[src/rtl/tmr_err_manager.sv]
`default_nettype none
// ============================================================================
//  Module   : tmr_err_manager
//  Purpose  : Error manager and resynchronisation sequencer for a bank of TMR
//             voters. Keeps a leaky saturating error counter per replica,
//             marks replicas permanently faulty, runs the halt/resync/resume
//             handshake with the core after each corrected error, and
//             escalates uncorrectable or multi-replica faults to sticky FATAL.
//  Ports    : clk_i, rst_ni          clock, async active-low reset
//             enable_i               gate for error inputs
//             err_detected_{1,2,3}_i per-voter replica disagreement flags
//             err_corrected_i        per-voter corrected-majority flags
//             err_detected_i         per-voter any-mismatch flags
//             halt_ack_i             core halt acknowledge (level)
//             clear_i                clears counters, faulty, fatal, FSM
//             halt_o, resync_o       core control
//             faulty_o, fatal_o      sticky fault status
//             busy_o                 sequencer not idle
//             err_cnt_o              replica k at [k*CNT_W +: CNT_W]
//  Revision : 1.0 - initial release
// ============================================================================
module tmr_err_manager #(
  parameter int N_ERR      = 5,
  parameter int CNT_W      = 4,
  parameter int PERM_TH    = 8,
  parameter int DECAY_PER  = 1024,
  parameter int RESYNC_CYC = 4
) (
  input  logic               clk_i,
  input  logic               rst_ni,
  input  logic               enable_i,
  input  logic [N_ERR-1:0]   err_detected_1_i,
  input  logic [N_ERR-1:0]   err_detected_2_i,
  input  logic [N_ERR-1:0]   err_detected_3_i,
  input  logic [N_ERR-1:0]   err_corrected_i,
  input  logic [N_ERR-1:0]   err_detected_i,
  input  logic               halt_ack_i,
  input  logic               clear_i,
  output logic               halt_o,
  output logic               resync_o,
  output logic [2:0]         faulty_o,
  output logic               fatal_o,
  output logic               busy_o,
  output logic [3*CNT_W-1:0] err_cnt_o
);

  localparam int IDLE_W = (DECAY_PER > 1) ? $clog2(DECAY_PER) : 1;
  localparam int RC_W   = (RESYNC_CYC > 1) ? $clog2(RESYNC_CYC) : 1;

  localparam logic [IDLE_W-1:0] c_IDLE_LAST = IDLE_W'((DECAY_PER > 0) ? DECAY_PER - 1 : 0);
  localparam logic [RC_W-1:0]   c_RC_LAST   = RC_W'(RESYNC_CYC - 1);
  localparam logic [CNT_W-1:0]  c_CNT_MAX   = '1;
  localparam logic [CNT_W-1:0]  c_PERM_TH   = CNT_W'(PERM_TH);

  localparam logic [2:0] c_ST_IDLE   = 3'd0;
  localparam logic [2:0] c_ST_HALT   = 3'd1;
  localparam logic [2:0] c_ST_RESYNC = 3'd2;
  localparam logic [2:0] c_ST_RESUME = 3'd3;
  localparam logic [2:0] c_ST_FATAL  = 3'd4;

  // --------------------------------------------------------------------------
  // Event decode
  // --------------------------------------------------------------------------
  logic [2:0] w_rep_err;
  logic       w_corr, w_uncorr, w_event, w_quiet, w_decay;
  logic [2:0] w_faulty;
  logic       w_fatal;

  assign w_rep_err[0] = enable_i & (|err_detected_1_i);
  assign w_rep_err[1] = enable_i & (|err_detected_2_i);
  assign w_rep_err[2] = enable_i & (|err_detected_3_i);
  assign w_corr       = enable_i & (|err_corrected_i);
  assign w_uncorr     = enable_i & (|(err_detected_i & ~err_corrected_i));
  assign w_event      = w_corr | (|w_rep_err);
  assign w_quiet      = ~(|w_rep_err);

  // --------------------------------------------------------------------------
  // Idle counter: decay fires on the DECAY_PER-th consecutive quiet cycle
  // --------------------------------------------------------------------------
  logic [IDLE_W-1:0] idle_q, idle_d;

  assign w_decay = (DECAY_PER != 0) && w_quiet && (idle_q == c_IDLE_LAST);

  always_comb begin
    idle_d = idle_q;
    if (clear_i || !w_quiet || w_decay) begin
      idle_d = '0;
    end else if (DECAY_PER != 0) begin
      idle_d = idle_q + 1'b1;
    end
  end

  always_ff @(posedge clk_i or negedge rst_ni) begin
    if (!rst_ni) idle_q <= '0;
    else         idle_q <= idle_d;
  end

  // --------------------------------------------------------------------------
  // Per-replica leaky counters and sticky faulty flags
  // --------------------------------------------------------------------------
  for (genvar k = 0; k < 3; k++) begin : g_rep
    logic [CNT_W-1:0] cnt_q, cnt_d;
    logic             faulty_q, faulty_d;

    always_comb begin
      cnt_d = cnt_q;
      if (clear_i) begin
        cnt_d = '0;
      end else if (w_rep_err[k]) begin
        if (cnt_q != c_CNT_MAX) cnt_d = cnt_q + 1'b1;
      end else if (w_decay && (cnt_q != '0)) begin
        cnt_d = cnt_q - 1'b1;
      end
      // Threshold is judged on the next count so the flag rises with it.
      faulty_d = clear_i ? 1'b0 : (faulty_q | (cnt_d >= c_PERM_TH));
    end

    always_ff @(posedge clk_i or negedge rst_ni) begin
      if (!rst_ni) begin
        cnt_q    <= '0;
        faulty_q <= 1'b0;
      end else begin
        cnt_q    <= cnt_d;
        faulty_q <= faulty_d;
      end
    end

    assign err_cnt_o[k*CNT_W +: CNT_W] = cnt_q;
    assign w_faulty[k]                 = faulty_q;
  end

  assign faulty_o = w_faulty;

  // Two faulty replicas leave no trustworthy majority.
  assign w_fatal = w_uncorr |
                   (w_faulty[0] & w_faulty[1]) |
                   (w_faulty[0] & w_faulty[2]) |
                   (w_faulty[1] & w_faulty[2]);

  // --------------------------------------------------------------------------
  // Sequencer FSM
  // --------------------------------------------------------------------------
  logic [2:0]      state_q, state_d;
  logic            pend_q, pend_d;
  logic [RC_W-1:0] rcnt_q, rcnt_d;
  logic            halt_d, resync_d, fatal_d, busy_d;

  always_comb begin
    state_d = state_q;
    pend_d  = pend_q;
    rcnt_d  = rcnt_q;
    if (clear_i) begin
      state_d = c_ST_IDLE;
      pend_d  = 1'b0;
      rcnt_d  = '0;
    end else if (w_fatal) begin
      state_d = c_ST_FATAL;
      pend_d  = 1'b0;
    end else begin
      // Errors during a sequence are remembered, never restart it.
      if ((state_q inside {c_ST_HALT, c_ST_RESYNC, c_ST_RESUME}) && w_event) begin
        pend_d = 1'b1;
      end
      case (state_q)
        c_ST_IDLE: begin
          if (w_event) state_d = c_ST_HALT;
        end
        c_ST_HALT: begin
          if (halt_ack_i) begin
            state_d = c_ST_RESYNC;
            rcnt_d  = '0;
          end
        end
        c_ST_RESYNC: begin
          if (rcnt_q == c_RC_LAST) state_d = c_ST_RESUME;
          else                     rcnt_d  = rcnt_q + 1'b1;
        end
        c_ST_RESUME: begin
          if (!halt_ack_i) begin
            // An error arriving on the exit cycle itself also counts as pending.
            if (pend_q || w_event) begin
              state_d = c_ST_HALT;
              pend_d  = 1'b0;
            end else begin
              state_d = c_ST_IDLE;
            end
          end
        end
        c_ST_FATAL: begin
          state_d = c_ST_FATAL;
        end
        default: begin
          state_d = c_ST_IDLE;
        end
      endcase
    end
  end

  // Outputs are decoded from the next state so they register with it.
  assign halt_d   = (state_d inside {c_ST_HALT, c_ST_RESYNC, c_ST_FATAL});
  assign resync_d = (state_d == c_ST_RESYNC);
  assign fatal_d  = (state_d == c_ST_FATAL);
  assign busy_d   = (state_d != c_ST_IDLE);

  always_ff @(posedge clk_i or negedge rst_ni) begin
    if (!rst_ni) begin
      state_q  <= c_ST_IDLE;
      pend_q   <= 1'b0;
      rcnt_q   <= '0;
      halt_o   <= 1'b0;
      resync_o <= 1'b0;
      fatal_o  <= 1'b0;
      busy_o   <= 1'b0;
    end else begin
      state_q  <= state_d;
      pend_q   <= pend_d;
      rcnt_q   <= rcnt_d;
      halt_o   <= halt_d;
      resync_o <= resync_d;
      fatal_o  <= fatal_d;
      busy_o   <= busy_d;
    end
  end

endmodule
`default_nettype wire

[config.mk]
export PLATFORM = sky130hd
export DESIGN_NAME = tmr_err_manager
export DESIGN_NICKNAME = d
export VERILOG_FILES = /design/src/rtl/tmr_err_manager.sv
export SDC_FILE = /design/constraint.sdc
export NUM_CORES = 1
export LEC_CHECK = 0
export ABC_AREA = 1
export CORE_MARGIN = 1
export CORE_UTILIZATION = 46
export DETAILED_ROUTE_END_ITERATION = 6
export PLACE_DENSITY = 0.76
export SYNTH_ARGS = -nofsm -noshare
export SYNTH_HDL_FRONTEND = slang
export SYNTH_SLANG_ARGS = --single-unit
export TNS_END_PERCENT = 1
[constraint.sdc]
create_clock -name clk_i -period 1.45 [get_ports clk_i]
set_input_delay 0.29 -clock clk_i [delete_from_list [all_inputs] [get_ports clk_i]]
set_output_delay 0.29 -clock clk_i [all_outputs]
set_load 0.01 [all_outputs]
==> flow_results.xml, run 1 <==
<?xml version="1.0" encoding="UTF-8"?>
<metrics>
  <group name="pwr">
    <metric name="totalPowerFinal" unit="W">0.00266</metric>
    <metric name="power.switching_fraction" unit="">0.293</metric>
    <metric name="power.clock.fraction" unit="">0.333</metric>
    <metric name="leakagePower" unit="nW">1.79</metric>
    <metric name="worst_ir_drop_vdd" unit="mV">0.368</metric>
    <metric name="pwr-share-comb" unit="">0.251</metric>
    <metric name="power.internal" unit="W">0.00188</metric>
    <metric name="power.sequential.fraction" unit="">0.416</metric>
    <metric name="pwr_density_cell" unit="nW/um^2">801</metric>
    <metric name="power_switching" unit="W">0.000780</metric>
  </group>
  <group name="clock_network">
    <metric name="clock_tree.root_cell" unit="">clkbuf_8</metric>
    <metric name="cts_max_path_buffers" unit="">2</metric>
    <metric name="insertion_delay" unit="ps">290</metric>
    <metric name="htree_num_levels" unit="">2</metric>
    <metric name="cts-buffers-inserted" unit="">5</metric>
    <metric name="tritoncts" unit="">done</metric>
    <metric name="number_of_sinks_driven_by_the_clock_tree" unit="">35</metric>
    <metric name="cts-hold-fix-buffers" unit="">0</metric>
    <metric name="cts.reportedPaths.clkPinSlew" unit="ps">80</metric>
  </group>
  <group name="sta">
    <metric name="setup_slack" unit="ps">-177</metric>
    <metric name="max_slew.worst_pin.slew" unit="ps">259</metric>
    <metric name="timing.final.hold_violations" unit="">0</metric>
    <metric name="rsz_0062_raised_after_global_routing" unit="">yes</metric>
    <metric name="finalWorstPathRequiredPeriod" unit="ps">1630</metric>
    <metric name="setup_viol" unit="">29</metric>
    <metric name="clock-skew-final" unit="ps">10.5</metric>
    <metric name="finalCritPeriodShare" unit="">1.12</metric>
    <metric name="timing.slew.headroom" unit="">0.826</metric>
    <metric name="timing.setup.tns" unit="ps">-2180</metric>
    <metric name="final-max-slew-violation-count" unit="">0</metric>
    <metric name="max_clock_freq" unit="MHz">615</metric>
  </group>
  <group name="synthesis">
    <metric name="synth_mux_area_frac" unit="">0.00429</metric>
    <metric name="synth_ff_type" unit="">dfrtp_1</metric>
    <metric name="synth_top_family_by_area" unit="">simple AND/OR/NAND/NOR gates</metric>
    <metric name="synth-seq-area-share" unit="">0.375</metric>
    <metric name="synth_fa_ha_area_frac" unit="">0.0429</metric>
    <metric name="synth_cell_type_count" unit="">36</metric>
    <metric name="synth_fp_nets" unit="">329</metric>
    <metric name="register_bit_total_from_synthesis" unit="">35</metric>
    <metric name="synth_cells" unit="">291</metric>
    <metric name="synth_simple_gate_area_frac" unit="">0.328</metric>
    <metric name="synth-edff-count" unit="">0</metric>
    <metric name="synthXorXnorAreaFrac" unit="">0.0488</metric>
    <metric name="synth_async_sr_flop_share" unit="">1.00</metric>
    <metric name="synthesis.area" unit="um^2">2330</metric>
    <metric name="synth-compound-area-share" unit="">0.102</metric>
    <metric name="syn_avg_cell_area" unit="um^2">8.02</metric>
    <metric name="yosys_warnings" unit="">0</metric>
  </group>
  <group name="critical_path">
    <metric name="critical-path-slowest-cell" unit="">dfrtp_1</metric>
    <metric name="critical_path.max_fanout" unit="">5</metric>
    <metric name="worstPathArrival" unit="ps">1800</metric>
    <metric name="critical_path_required" unit="ps">1630</metric>
    <metric name="cp-end-kind" unit="">flip-flop</metric>
    <metric name="timing.critical_path.from_type" unit="">flip-flop</metric>
    <metric name="sequence_of_cells_on_the_critical_path" unit="">ha_2 &gt; nand2_2 &gt; nor2_4 &gt; nand2_4 &gt; nor2_8 &gt; nand3_4 &gt; o21ai_1 &gt; nand2_1 &gt; nand2_2 &gt; nand2_1</metric>
    <metric name="critical-path-max-stage-delay" unit="ps">360</metric>
    <metric name="critPathKind" unit="">reg2reg</metric>
  </group>
  <group name="global_routing">
    <metric name="largest_net_degree_at_the_start_of_global_routing" unit="">36</metric>
    <metric name="gr-usage-met2" unit="">0.382</metric>
    <metric name="groute.layer.met1.usage" unit="">0.259</metric>
    <metric name="antenna_found_initial" unit="">0</metric>
    <metric name="met3_usage" unit="">0.0456</metric>
    <metric name="top_usage_layer" unit="">met2</metric>
    <metric name="globalRouteOverflowTotal" unit="">0</metric>
    <metric name="grt_first_pass_wirelength" unit="mm">9.05</metric>
    <metric name="grt_resource_usage_total" unit="">0.222</metric>
    <metric name="via_count_of_the_first_global_routing_pass" unit="">2119</metric>
  </group>
  <group name="status">
    <metric name="violations" unit="">negative setup slack</metric>
    <metric name="status" unit="">finished, violations left</metric>
  </group>
  <group name="finish">
    <metric name="nets" unit="">413</metric>
    <metric name="flow.area_growth_from_synthesis" unit="%">42.1</metric>
    <metric name="layout.core_utilization" unit="">0.688</metric>
    <metric name="num-fill-cells" unit="">399</metric>
    <metric name="instances_no_fill" unit="">443</metric>
    <metric name="antennaDiodeCount" unit="">0</metric>
    <metric name="layout-drive-gt1-share" unit="">0.239</metric>
  </group>
  <group name="floorplan">
    <metric name="design.core.area" unit="um^2">4820</metric>
    <metric name="die-height" unit="um">73.2</metric>
    <metric name="die_w" unit="um">73.2</metric>
    <metric name="top_level_ports" unit="">49</metric>
    <metric name="design.die.area" unit="um^2">5360</metric>
    <metric name="initial_core_util" unit="">0.484</metric>
    <metric name="floorplan.rows" unit="">25</metric>
  </group>
  <group name="route">
    <metric name="detail_route.vias_per_cell" unit="">5.02</metric>
    <metric name="route.detailed.wl_per_inst" unit="um">12.0</metric>
    <metric name="postRouteWirelength" unit="mm">5.31</metric>
    <metric name="remaining_drc_errors" unit="">0</metric>
    <metric name="route.antenna.remaining_nets" unit="">0</metric>
    <metric name="drt_pre_antenna_iters" unit="">4</metric>
    <metric name="num_vias" unit="">2223</metric>
    <metric name="drt_first_iter_violations" unit="">134</metric>
  </group>
  <group name="placed_design">
    <metric name="place.detailed.instances" unit="">433</metric>
    <metric name="post-dp-hpwl" unit="mm">3.94</metric>
    <metric name="port_buffers" unit="">48</metric>
    <metric name="gpl.final_weighted_congestion" unit="">0.878</metric>
  </group>
  <group name="hold_path">
    <metric name="hold_class" unit="">in2async</metric>
  </group>
  <group name="flow_run">
    <metric name="max_cap_violations" unit="">0</metric>
  </group>
</metrics>
## per-layer routing
layer  up-vias  wire [um]
li1       1104          -
met1      1034       2210
met2        69       2660
met3        16        286
met4         0        155
met5         -          0
## worst paths after layout
path                                start                end  slack (ps)  depth (start not counted)
worst max-delay path            idle_q[0]  g_rep[1].faulty_q        -180                         10
worst min-delay path               rst_ni          rcnt_q[0]         360                          2
worst max register to register  idle_q[0]  g_rep[1].faulty_q        -180                         10
worst min register to register  rcnt_q[0]          rcnt_q[0]         480                          1
max in group asynchronous          rst_ni  g_rep[2].cnt_q[1]         880                          2
min in group clk_i              rcnt_q[0]          rcnt_q[0]         480                          1
## flip-flops by register name (all words and copies together), names as in the netlist, 2 cells and up
name / count
g_rep.faulty_q: 3
state_q: 3
rcnt_q: 2
idle_q: 10
g_rep.cnt_q: 12
## metrics by stage
| step | cell area [um^2] | worst slack (ps) | hold WS, ps |
|---|---|---|---|
| floorplan | 2340 | -20.6 | -5.59 |
| global placement | 3120 | -424 | 472 |
| detailed placement | 3120 | -475 | 476 |
| CTS | 3240 | -173 | 362 |
| global route | 3320 | -308 | 373 |
| finish | 3320 | -177 | 360 |
## cell families after synthesis
family                   after synthesis
AND/OR/NAND/NOR                      134
buffers and inverters                 58
AO/OA/AOI/OAI                         42
XOR/XNOR                              13
adder cells (fa/ha/maj)                8
flip-flops                            35
multiplexers                           1
## cell usage after synthesis, types with 2 or more instances
cell type  count  area [um^2]
o21ai_1        8         40.0
clkinv_1       2         7.51
inv_1         48          180
o211ai_1       2         15.0
xor2_1        12          105
nand3_1       26          130
buf_4          3         22.5
a41oi_1        2         17.5
nor3b_2        4         50.1
nor3_1         3         15.0
nor2_1        30          113
nand2_1       49          184
ha_1           8          100
nand2_4        4         45.0
nor2_8         2         40.0
inv_2          3         11.3
nand3_4        5         87.6
dfrtp_1       35          876
nor2_4         2         22.5
o21ai_0        8         40.0
a21oi_1       14         70.1
o22ai_1        2         12.5
nand2_2        2         12.5
nor2_2         2         12.5
a31oi_1        4         25.0
## power by group through the flow
| stage | Clock, W | Sequential [W] | Combinational [W] |
|---|---|---|---|
| floorplan | 0 | 0.00113 | 0.000318 |
| global placement | 0 | 0.00112 | 0.000655 |
| detailed placement | 0 | 0.00112 | 0.000669 |
| CTS | 0.000914 | 0.00110 | 0.000653 |
| global route | 0.000950 | 0.00112 | 0.000746 |
| finish | 0.000885 | 0.00110 | 0.000667 |
## what timing repair did
action / CTS / global route
buffers inserted: 1 / 1
setup endpoints to repair: 46 / 41
pin swaps: 3 / 11
resized for setup: 25 / 25
## cell type report
type                       instances  area, um^2  area share
sequential                        35         885       0.267
timing repair buffer              82         746       0.225
inverter                          53         199      0.0600
clock inverter                     3        43.8      0.0132
tap                               67        83.8      0.0253
multi-input combinational        198        1290       0.389
clock buffer                       5        68.8      0.0208
## placed cells by master (no fill, tap or decap), types with 3 or more instances in the layout
master           synthesis  routed
nor2_1                  30      27
dlygate4sd2_1            0      15
xor2_1                  12      12
nor3_1                   3       3
nor2_2                   2       3
nand3_1                 26      25
nand2_2                  2       4
nand2_4                  4       5
buf_4                    3      32
clkbuf_8                 0       5
a21oi_1                 14      12
o21ai_1                  8       7
nand2_1                 49      46
dfrtp_1                 35      28
o21ai_2                  0       3
o21ai_0                  8       6
nand3_4                  5       5
a31oi_1                  4       4
dfrtp_2                  0       7
clkdlybuf4s50_1          0      26
nor2_4                   2       4
inv_2                    3       3
inv_1                   48      48
nor3b_2                  4       4
ha_1                     8       7
dlymetal6s2s_1           0       5
## critical path: cells and delay by family (launching register included)
family                   cells  cell delay, ps
AO/OA/AOI/OAI                1             140
adder cells (fa/ha/maj)      1             190
flip-flops                   1             360
AND/OR/NAND/NOR              8             820
(Power assumes the default switching activity.)
==> inputs of run 2 (changes only) <==
- SETUP_SLACK_MARGIN: default -> 0.02
==> flow_results.xml, run 2 (synthesis results as in run 1) <==
<?xml version="1.0" encoding="UTF-8"?>
<metrics>
  <group name="pwr">
    <metric name="power.switching_fraction" unit="">0.294</metric>
    <metric name="power.sequential.fraction" unit="">0.415</metric>
    <metric name="power.internal" unit="W">0.00187</metric>
    <metric name="power_switching" unit="W">0.000782</metric>
    <metric name="pwr-share-comb" unit="">0.251</metric>
    <metric name="pwr_density_cell" unit="nW/um^2">803</metric>
    <metric name="worst_ir_drop_vdd" unit="mV">0.368</metric>
    <metric name="power.clock.fraction" unit="">0.334</metric>
    <metric name="leakagePower" unit="nW">1.75</metric>
  </group>
  <group name="clock_network">
    <metric name="cts-buffers-inserted" unit="">5</metric>
    <metric name="clock_tree.root_cell" unit="">clkbuf_8</metric>
    <metric name="tritoncts" unit="">done</metric>
    <metric name="cts_max_path_buffers" unit="">2</metric>
    <metric name="htree_num_levels" unit="">2</metric>
    <metric name="insertion_delay" unit="ps">290</metric>
    <metric name="cts.reportedPaths.clkPinSlew" unit="ps">80</metric>
    <metric name="number_of_sinks_driven_by_the_clock_tree" unit="">35</metric>
  </group>
  <group name="floorplan">
    <metric name="design.core.area" unit="um^2">4820</metric>
    <metric name="floorplan.rows" unit="">25</metric>
    <metric name="design.die.area" unit="um^2">5360</metric>
    <metric name="die-height" unit="um">73.2</metric>
    <metric name="top_level_ports" unit="">49</metric>
    <metric name="initial_core_util" unit="">0.484</metric>
    <metric name="die_w" unit="um">73.2</metric>
  </group>
  <group name="critical_path">
    <metric name="worstPathArrival" unit="ps">1810</metric>
    <metric name="critical_path.max_fanout" unit="">5</metric>
    <metric name="critPathKind" unit="">reg2reg</metric>
    <metric name="timing.critical_path.from_type" unit="">flip-flop</metric>
    <metric name="cp-end-kind" unit="">flip-flop</metric>
    <metric name="worst-r2r-setup-slack" unit="ps">-180</metric>
    <metric name="critical_path_required" unit="ps">1630</metric>
  </group>
  <group name="global_routing">
    <metric name="grt_first_pass_wirelength" unit="mm">9.07</metric>
    <metric name="via_count_of_the_first_global_routing_pass" unit="">2131</metric>
    <metric name="globalRouteOverflowTotal" unit="">0</metric>
    <metric name="antenna_found_initial" unit="">0</metric>
    <metric name="largest_net_degree_at_the_start_of_global_routing" unit="">36</metric>
    <metric name="grt_resource_usage_total" unit="">0.223</metric>
  </group>
  <group name="sta">
    <metric name="setup_viol" unit="">29</metric>
    <metric name="finalCritPeriodShare" unit="">1.12</metric>
    <metric name="setup_slack" unit="ps">-177</metric>
    <metric name="clock-skew-final" unit="ps">9.91</metric>
    <metric name="rsz_0062_raised_after_global_routing" unit="">yes</metric>
    <metric name="timing.final.hold_violations" unit="">0</metric>
    <metric name="timing.setup.tns" unit="ps">-2160</metric>
    <metric name="max_clock_freq" unit="MHz">615</metric>
    <metric name="timing.slew.headroom" unit="">0.825</metric>
    <metric name="final-max-slew-violation-count" unit="">0</metric>
    <metric name="max_slew.worst_pin.slew" unit="ps">260</metric>
    <metric name="finalWorstPathRequiredPeriod" unit="ps">1630</metric>
  </group>
  <group name="hold_path">
    <metric name="hold_class" unit="">in2async</metric>
  </group>
  <group name="route">
    <metric name="drt_pre_antenna_iters" unit="">4</metric>
    <metric name="postRouteWirelength" unit="mm">5.30</metric>
    <metric name="drt_first_iter_violations" unit="">139</metric>
    <metric name="remaining_drc_errors" unit="">0</metric>
    <metric name="route.top_layer_used" unit="">met4</metric>
    <metric name="route.antenna.remaining_nets" unit="">0</metric>
    <metric name="num_vias" unit="">2206</metric>
    <metric name="route.detailed.wl_per_inst" unit="um">11.9</metric>
    <metric name="drt-met1-wl" unit="mm">2.23</metric>
    <metric name="dr_wl_met2" unit="mm">2.65</metric>
    <metric name="detail_route.vias_per_cell" unit="">4.97</metric>
    <metric name="met3_length" unit="um">261</metric>
  </group>
  <group name="status">
    <metric name="violations" unit="">negative setup slack</metric>
    <metric name="status" unit="">finished, violations left</metric>
  </group>
  <group name="placed_design">
    <metric name="port_buffers" unit="">48</metric>
    <metric name="dpl_cell_area" unit="um^2">3120</metric>
    <metric name="dp_worst_setup_slack" unit="ps">-475</metric>
    <metric name="gpl.final_weighted_congestion" unit="">0.878</metric>
    <metric name="post-dp-hpwl" unit="mm">3.94</metric>
  </group>
  <group name="flow_run">
    <metric name="max_cap_violations" unit="">0</metric>
  </group>
  <group name="finish">
    <metric name="layout-drive-gt1-share" unit="">0.244</metric>
    <metric name="final_design_area_no_fill" unit="um^2">3300</metric>
    <metric name="largest_reg_flops" unit="">12</metric>
    <metric name="largestRegisters" unit="">g_rep.cnt_q x12, idle_q x10</metric>
    <metric name="nets" unit="">414</metric>
    <metric name="largest_register" unit="">g_rep.cnt_q</metric>
    <metric name="mostFrequentLayoutCell" unit="">inv_1</metric>
    <metric name="antennaDiodeCount" unit="">0</metric>
    <metric name="most_frequent_cells_in_the_layout" unit="">48 x inv_1, 46 x nand2_1, 33 x buf_4</metric>
    <metric name="flow.area_growth_from_synthesis" unit="%">41.6</metric>
  </group>
</metrics>
==> run 2: cell types whose count changed in the layout (fill, tap and decap cells not counted), sizes merged <==
cell	change
clkbuf	+1
dlymetal6s2s	-4
clkdlybuf4s15	-1
buf	+1
dlygate4sd2	+4
==> run 2: final timing paths <==
kind                                 from                 to  depth (start not counted)
max in group asynchronous          rst_ni  g_rep[2].cnt_q[2]                          2
worst min register to register  rcnt_q[0]          rcnt_q[0]                          1
min in group clk_i              rcnt_q[0]          rcnt_q[0]                          1
worst max-delay path            idle_q[0]  g_rep[1].faulty_q                         10
worst max register to register  idle_q[0]  g_rep[1].faulty_q                         10
worst min-delay path               rst_ni          rcnt_q[0]                          2
==> run 2: what timing repair did <==
item,4_1_cts,5_1_grt
hold buffers,0,0
resized for setup,31,20
pin swaps,2,9
buffers inserted,2,1
endpoints found under the setup margin,51,37
==> run 2: metrics by stage <==
| step | total power, W | hold slack (ps) | utilization | std cells |
|---|---|---|---|---|
| finish | 0.00265 | 359 | 0.686 | 444 |
| global route | 0.00281 | 373 | 0.686 | 444 |
| CTS | 0.00266 | 362 | 0.673 | 443 |
| detailed placement | 0.00179 | 476 | 0.648 | 433 |
| global placement | 0.00178 | 472 | 0.648 | 433 |
| floorplan | 0.00145 | -5.59 | - | 291 |
==> run 2: critical path, stage by stage (launching register included) <==
cell and delay, ps:
dfrtp_1 360, ha_2 190, nand2_2 80, nor2_4 140
nand2_4 80, nor2_8 200, nand3_4 120, o21ai_1 140
nand2_1 70, nand2_2 80, nand2_1 50
==> run 2: layout make-up <==
| type | instances | area [um^2] |
|---|---|---|
| well taps | 67 | 83.8 |
| fillers | 400 | 1510 |
| inverters | 53 | 199 |
| clock inverters | 3 | 43.8 |
| clock buffers | 5 | 68.8 |
| flip-flops and latches | 35 | 883 |
| repair buffers | 83 | 733 |
| multi-input cells | 198 | 1290 |
==> run 2: routing by layer <==
metal / vias up / track usage
met1: 1024 / 0.259
met5: - / 0
li1: 1108 / -
met3: 16 / 0.0456
met2: 58 / 0.384
met4: 0 / 0.120
==> run 2: power groups by stage <==
stage	Combinational [W]	Clock (W)	Sequential [W]
floorplan	0.000318	0	0.00113
global placement	0.000655	0	0.00112
detailed placement	0.000669	0	0.00112
CTS	0.000650	0.000914	0.00110
global route	0.000746	0.000953	0.00111
finish	0.000666	0.000886	0.00110
